<file path="src/rtl/axi_rr_pkg.sv">
// Shared types, sizes and the round-robin pick function for the R-channel return router.
// Slave-side ID width comes from AXI_IDS_BITS (defaults to 8).
`ifndef AXI_IDS_BITS
`define AXI_IDS_BITS 8
`endif

package axi_rr_pkg;

  localparam int NS        = 6;
  localparam int IDS       = `AXI_IDS_BITS;
  localparam int IW        = $clog2(NS);
  localparam int MSEL_BIT  = 4;
  localparam int DECERR_HI = 7;
  localparam int DECERR_LO = 5;

  typedef enum logic {
    IDLE  = 1'b0,
    BURST = 1'b1
  } rr_state_e;

  // First requesting index at or after ptr, wrapping NS-1 -> 0.
  function automatic logic [IW-1:0] rr_pick(input logic [NS-1:0] req, input logic [IW-1:0] ptr);
    logic [IW-1:0] res;
    logic          found;
    logic [IW-1:0] idx;
    res   = ptr;
    found = 1'b0;
    for (int i = 0; i < NS; i++) begin
      idx = IW'((int'(ptr) + i) % NS);
      if (!found && req[idx]) begin
        res   = idx;
        found = 1'b1;
      end
    end
    return res;
  endfunction

endpackage

</file>
<file path="src/rtl/axi_read_return_router_rr_port_arb.sv">
// Per-sink arbiter: holds one slave from grant until its RLAST handshake, then
// advances the round-robin pointer past the served slave.
//
// state | meaning
// IDLE  | no owner; registers the round-robin winner among masked requests
// BURST | slave gnt forwarded to this sink until the RLAST handshake
module rr_port_arb
  import axi_rr_pkg::*;
(
  input  logic          clk,
  input  logic          rst,
  input  logic [NS-1:0] req,
  input  logic          hs_last,
  output logic [IW-1:0] gnt,
  output logic          busy
);

  rr_state_e     state, state_nxt;
  logic [IW-1:0] ptr, ptr_nxt, gnt_nxt;

  always_ff @(posedge clk or negedge rst) begin
    if (!rst) begin
      state <= IDLE;
      ptr   <= '0;
      gnt   <= '0;
    end else begin
      state <= state_nxt;
      ptr   <= ptr_nxt;
      gnt   <= gnt_nxt;
    end
  end

  always_comb begin
    state_nxt = state;
    ptr_nxt   = ptr;
    gnt_nxt   = gnt;
    case (state)
      IDLE: begin
        if (|req) begin
          gnt_nxt   = rr_pick(req, ptr);
          state_nxt = BURST;
        end
      end
      BURST: begin
        if (hs_last) begin
          state_nxt = IDLE;
          ptr_nxt   = (gnt == IW'(NS - 1)) ? '0 : gnt + IW'(1);
        end
      end
      default: state_nxt = IDLE;
    endcase
  end

  assign busy = (state == BURST);

endmodule

</file>
<file path="src/rtl/axi_read_return_router.sv">
// AXI R-channel return router: six slaves to two masters, one round-robin arbiter per master.
// Optional RD_RETURN_DECERR_EN adds a sink arbiter that drains beats with nonzero RID[7:5].
module axi_read_return_router
  import axi_rr_pkg::*;
(
  input  logic              clk,
  input  logic              rst,
  input  logic [NS*IDS-1:0] RID_S,
  input  logic [NS*32-1:0]  RDATA_S,
  input  logic [NS*2-1:0]   RRESP_S,
  input  logic [NS-1:0]     RLAST_S,
  input  logic [NS-1:0]     RVALID_S,
  output logic [NS-1:0]     RREADY_S,
  output logic [3:0]        RID_M0,
  output logic [31:0]       RDATA_M0,
  output logic [1:0]        RRESP_M0,
  output logic              RLAST_M0,
  output logic              RVALID_M0,
  input  logic              RREADY_M0,
  output logic [3:0]        RID_M1,
  output logic [31:0]       RDATA_M1,
  output logic [1:0]        RRESP_M1,
  output logic              RLAST_M1,
  output logic              RVALID_M1,
  input  logic              RREADY_M1
`ifdef RD_RETURN_DECERR_EN
  ,
  output logic              rd_decerr
`endif
);

  logic [1:0][NS-1:0] req_m;
  logic [1:0][IW-1:0] gnt_m;
  logic [1:0]         busy_m;
  logic [1:0]         hs_m;
  logic [1:0]         rdy_m;
  logic [1:0]         vld_m;
  logic [1:0]         last_m;
  logic [1:0][3:0]    id_m;
  logic [1:0][31:0]   data_m;
  logic [1:0][1:0]    resp_m;
  logic [NS-1:0]      dec_ok;

  assign rdy_m = {RREADY_M1, RREADY_M0};

  always_comb begin
    for (int s = 0; s < NS; s++) begin
`ifdef RD_RETURN_DECERR_EN
      dec_ok[s] = (RID_S[s*IDS+DECERR_LO +: DECERR_HI-DECERR_LO+1] == '0);
`else
      dec_ok[s] = 1'b1;
`endif
      req_m[0][s] = RVALID_S[s] & ~RID_S[s*IDS+MSEL_BIT] & dec_ok[s];
      req_m[1][s] = RVALID_S[s] &  RID_S[s*IDS+MSEL_BIT] & dec_ok[s];
    end
  end

  for (genvar m = 0; m < 2; m++) begin : g_mst
    rr_port_arb u_arb (
      .clk     (clk),
      .rst     (rst),
      .req     (req_m[m]),
      .hs_last (hs_m[m]),
      .gnt     (gnt_m[m]),
      .busy    (busy_m[m])
    );
  end

  // Outputs are zero while a master has no owner, so idle masters see a quiet bus.
  always_comb begin
    int g;
    for (int m = 0; m < 2; m++) begin
      g         = int'(gnt_m[m]);
      vld_m[m]  = 1'b0;
      last_m[m] = 1'b0;
      id_m[m]   = '0;
      data_m[m] = '0;
      resp_m[m] = '0;
      if (busy_m[m]) begin
        vld_m[m]  = RVALID_S[g];
        last_m[m] = RLAST_S[g];
        id_m[m]   = RID_S[g*IDS +: 4];
        data_m[m] = RDATA_S[g*32 +: 32];
        resp_m[m] = RRESP_S[g*2 +: 2];
      end
      hs_m[m] = vld_m[m] & rdy_m[m] & last_m[m];
    end
  end

  assign RVALID_M0 = vld_m[0];
  assign RLAST_M0  = last_m[0];
  assign RID_M0    = id_m[0];
  assign RDATA_M0  = data_m[0];
  assign RRESP_M0  = resp_m[0];
  assign RVALID_M1 = vld_m[1];
  assign RLAST_M1  = last_m[1];
  assign RID_M1    = id_m[1];
  assign RDATA_M1  = data_m[1];
  assign RRESP_M1  = resp_m[1];

`ifdef RD_RETURN_DECERR_EN
  logic [IW-1:0] gnt_x;
  logic          busy_x;
  logic          hs_x;
  logic          beat_x;
  logic          decerr_q;

  rr_port_arb u_arb_sink (
    .clk     (clk),
    .rst     (rst),
    .req     (RVALID_S & ~dec_ok),
    .hs_last (hs_x),
    .gnt     (gnt_x),
    .busy    (busy_x)
  );

  // The sink is always ready, so every valid beat on its slave is a handshake.
  assign beat_x = busy_x & RVALID_S[gnt_x];
  assign hs_x   = beat_x & RLAST_S[gnt_x];

  always_ff @(posedge clk or negedge rst) begin
    if (!rst) decerr_q <= 1'b0;
    else if (beat_x) decerr_q <= 1'b1;
  end

  assign rd_decerr = decerr_q;
`endif

  always_comb begin
    RREADY_S = '0;
    for (int s = 0; s < NS; s++) begin
      for (int m = 0; m < 2; m++) begin
        if (busy_m[m] && gnt_m[m] == IW'(s)) RREADY_S[s] = RREADY_S[s] | rdy_m[m];
      end
`ifdef RD_RETURN_DECERR_EN
      if (busy_x && gnt_x == IW'(s)) RREADY_S[s] = 1'b1;
`endif
    end
  end

endmodule

</file>
<file path="config.mk">
export PLATFORM = sky130hd
export DESIGN_NAME = axi_read_return_router
export DESIGN_NICKNAME = d
export VERILOG_FILES = /design/src/rtl/axi_rr_pkg.sv /design/src/rtl/axi_read_return_router_rr_port_arb.sv /design/src/rtl/axi_read_return_router.sv
export SDC_FILE = /design/constraint.sdc
export NUM_CORES = 1
export LEC_CHECK = 0
export ABC_AREA = 1
export BUFFER_PORTS_ARGS = -buffer_cell sky130_fd_sc_hd__buf_2
export CORE_AREA = 2 2 138 140
export CTS_CLUSTER_SIZE = 30
export DETAILED_ROUTE_END_ITERATION = 10
export DIE_AREA = 0 0 140 142
export MAX_ROUTING_LAYER = met4
export PLACE_DENSITY_LB_ADDON = 0.2
export SLEW_MARGIN = 20
export SYNTH_ARGS = -nofsm -noshare
export SYNTH_HDL_FRONTEND = slang
export SYNTH_HIERARCHICAL = 1
export SYNTH_SLANG_ARGS = --single-unit
</file>
<file path="constraint.sdc">
create_clock -name clk -period 3.51 [get_ports clk]
set_input_delay 0 -clock clk [delete_from_list [all_inputs] [get_ports clk]]
set_output_delay 0 -clock clk [all_outputs]
set_load 0.01 [all_outputs]
</file>
==> impl_metrics.tcl <==
set metrics [dict create \
    numCtsBuffers 3 \
    die-area_um2 19900 \
    violations "DRC" \
    reg2regPathDepth 20 \
    fin_crit_sh 0.869 \
    crit_fanout 9 \
    pwr-share-seq 0.053 \
    placement.io_buffers 335 \
    final_area_um2 8420 \
    cp_slowest_cell "dfrtp_1" \
    grt_pass1_wl_mm 46.1 \
    fin_total_pwr_mw 9.02 \
    netSwitchingPower_mw 5.72 \
    period_minus_slack_ns 3.05 \
    async_flop_share 1.00 \
    internal-power_mw 3.30 \
    ios 354 \
    track_usage 0.294 \
    cp_slowest_stage_delay_ns 0.54 \
    die_h_um 142 \
    nets 1835 \
    area_delta_synth_final_pct 29.1 \
    relSlewSlack 0.390 \
    finalHoldViolations 0 \
    p_sw_frac 0.634 \
    fmax_mhz 328 \
    hpwl_mm 22.3 \
    status "finished, violations left" \
    netlist_area_um2 6520 \
    yosys.cell_types.count 37 \
    holdWs_ns 0.168 \
    grt_util_met1 0.349 \
    cts_tree "yes" \
    worstSetupPathType "register to register" \
    fin_tns_setup_ns 0 \
    peakVddDrop_mv 0.430 \
    grt_max_degree 41 \
    hold_depth 4 \
    synth_top_area_frac 0.310 \
    critPathBufInv 4 \
    vias 9662 \
    final-setup-viol-count 0 \
    hp-start "RREADY_M0" \
    path_delay_family "simple AND/OR/NAND/NOR gates" \
    arrival_ns 3.19 \
    core_area_um2 18500 \
    ys_top_cells_by_count "nand2_1, inv_1, a22oi_1" \
    worstMarginPinSlew_ns 0.914 \
    p_leak_nw 5.19 \
    rsz0062_at_grt "no" \
    use_met3 0.0336 \
    crit_top_cell "nand2_1" \
    synthTopCellsByArea "nand2_1, a22oi_1, inv_1" \
    hp-class "input port to register" \
    seq_area_frac_synth 0.0537 \
    syn-num-nets 1544 \
    combPwrFrac 0.919 \
    grt_pass1_vias 9118 \
    wl_per_cell_um 17.1 \
    die_width_um 140 \
    r2r_slack_ns 0.46 \
    yosysTopAreaCell "nand2_1" \
    start_util 0.353 \
    r2r_start "g_mst[1].u_arb/ptr[1]$_DFFE_PN0P_" \
    rows 50 \
    clk_latency_ns 0.25 \
    r2r-end "g_mst[1].u_arb/gnt[1]$_DFFE_PN0P_" \
    ys_seq_elements 14 \
    critPathCaptureType "register" \
    cts_buffer_depth 2 \
    place_area_um2 8320 \
    synth_edf_count 0 \
    cts_root_buffer "clkbuf_16" \
    gp_congestion 0.926 \
    synth.most_common_cell "nand2_1" \
    synth.avg_cell_area_um2 5.22 \
    hold_end "g_mst[0].u_arb/busy$_DFF_PN0_" \
    powerDensity_nw_per_um2 1070 \
    synth_flop_cell "dfrtp_1" \
    grt_busiest_layer "met2" \
    drive_gt1_frac 0.263 \
    wl_mm 30.3 \
    netlist_instances 1250 \
    yosys_warnings 6 \
    clk_pin_slew_ns 0.05 \
    viasPerCell 5.44 \
    cap_violations 0 \
    antenna_left 0 \
    grt_use_met2 0.515 \
    grt_overflow_total 0 \
    htreeDepth 1 \
    maxSlewViolCount 0 \
    antenna_found_initial 1 \
    skew_ns 0.00347 \
    cts_sinks 14 \
    p_clk_frac 0.028 \
    path_cells "inv_1, ha_1, a21oi_1, inv_1, ha_1, inv_1, nand2_1, o21ai_2, nand2_1, nand2_1, o211ai_1, nand3_1, nor2b_4, nand2_1, nand2_1, inv_1, nand2_1, nand2_1, nand2_1, nand2_1" \
    worst_setup_path_start_kind "register" \
    route.detailed.drc 19 \
    drt-initial-drc-count 757 \
    post_cts_resized 0 \
    drt_first_pass_iters 11 \
    required_ns 3.65 \
]
## power by group through the flow
stage,Sequential (mW),Clock (mW),Combinational [mW]
finish,0.476,0.252,8.29
global route,0.501,0.261,9.21
CTS,0.477,0.254,8.23
detailed placement,0.478,0,8.20
global placement,0.477,0,8.17
floorplan,0.357,0,5.89
## cell usage in the layout, fill, tap and decap left out, types with 3 or more instances in the layout
master       n
buf_4       20
nand4_1      6
buf_2      335
nand3b_1    10
a21oi_2      4
dfrtp_1     14
a21oi_1      6
nand2_2      8
clkbuf_16    3
o22ai_1     78
o31ai_1      3
nor2_4       8
o21ai_0     35
nor2_1      24
inv_1      168
ha_1        26
inv_2       11
nand3_1     50
nand2_1    538
a22oi_1    152
xor2_1       8
o211ai_1     6
## per-stage QoR
| stage | util | setup slack, ns | cells |
|---|---|---|---|
| 2_1_floorplan | - | 0.696 | 1250 |
| 3_3_place_gp | 0.451 | 0.504 | 1769 |
| 3_5_place_dp | 0.451 | 0.470 | 1769 |
| 4_1_cts | 0.456 | 0.446 | 1774 |
| 5_1_grt | 0.456 | 0.116 | 1775 |
| 6_report | 0.456 | 0.459 | 1775 |
## worst max path at each step
stage,start,depth (start not counted),endpoint
floorplan,g_mst[0].u_arb/ptr[1]$_DFFE_PN0P_,20,g_mst[0].u_arb/gnt[1]$_DFFE_PN0P_
global placement,g_mst[1].u_arb/ptr[1]$_DFFE_PN0P_,20,g_mst[1].u_arb/gnt[1]$_DFFE_PN0P_
detailed placement,g_mst[1].u_arb/ptr[1]$_DFFE_PN0P_,20,g_mst[1].u_arb/gnt[1]$_DFFE_PN0P_
CTS,g_mst[1].u_arb/ptr[1]$_DFFE_PN0P_,20,g_mst[1].u_arb/gnt[1]$_DFFE_PN0P_
global route,g_mst[1].u_arb/ptr[1]$_DFFE_PN0P_,21,g_mst[1].u_arb/gnt[2]$_DFFE_PN0P_
finish,g_mst[1].u_arb/ptr[1]$_DFFE_PN0P_,20,g_mst[1].u_arb/gnt[1]$_DFFE_PN0P_
## registers in the layout, summed over array words and instances (netlist names)
name              cells
g_mst.u_arb/busy      2
g_mst.u_arb/ptr       6
g_mst.u_arb/gnt       6
## worst min-delay path: stages
cell and delay (ns):
buf_2 0.13, nand2_1 0.07, nor2_1 0.05, o21ai_0 0.13
## routing by layer
layer	vias to the layer above	wire, um
li1	4734	-
met1	4370	12400
met2	480	14500
met3	78	2390
met4	0	1000
met5	-	0
## cells by family (layout without fill, tap and decap cells)
group,count (synthesis),in the layout,synth area share
adder cells (fa/ha/maj),26,26,0.0499
buffers and inverters,251,541,0.161
AND/OR/NAND/NOR,657,657,0.411
AO/OA/AOI/OAI,292,292,0.309
flip-flops,14,14,0.0537
XOR/XNOR,10,10,0.0157
other,0,1,0
## timing repair
item | in CTS | in global routing
hold buffers | 1 | 0
hold endpoints to repair | 14 | 0
buffers inserted | 0 | 0
## cell type report
type | count | area, um2
diodes | 1 | 2.50
clock buffers | 4 | 88.8
fillers | 2046 | 10000
inverters | 181 | 679
multi-input cells | 985 | 5170
flip-flops and latches | 14 | 350
well taps | 234 | 293
repair buffers | 356 | 1840
Power figures use the tool's default switching activity.
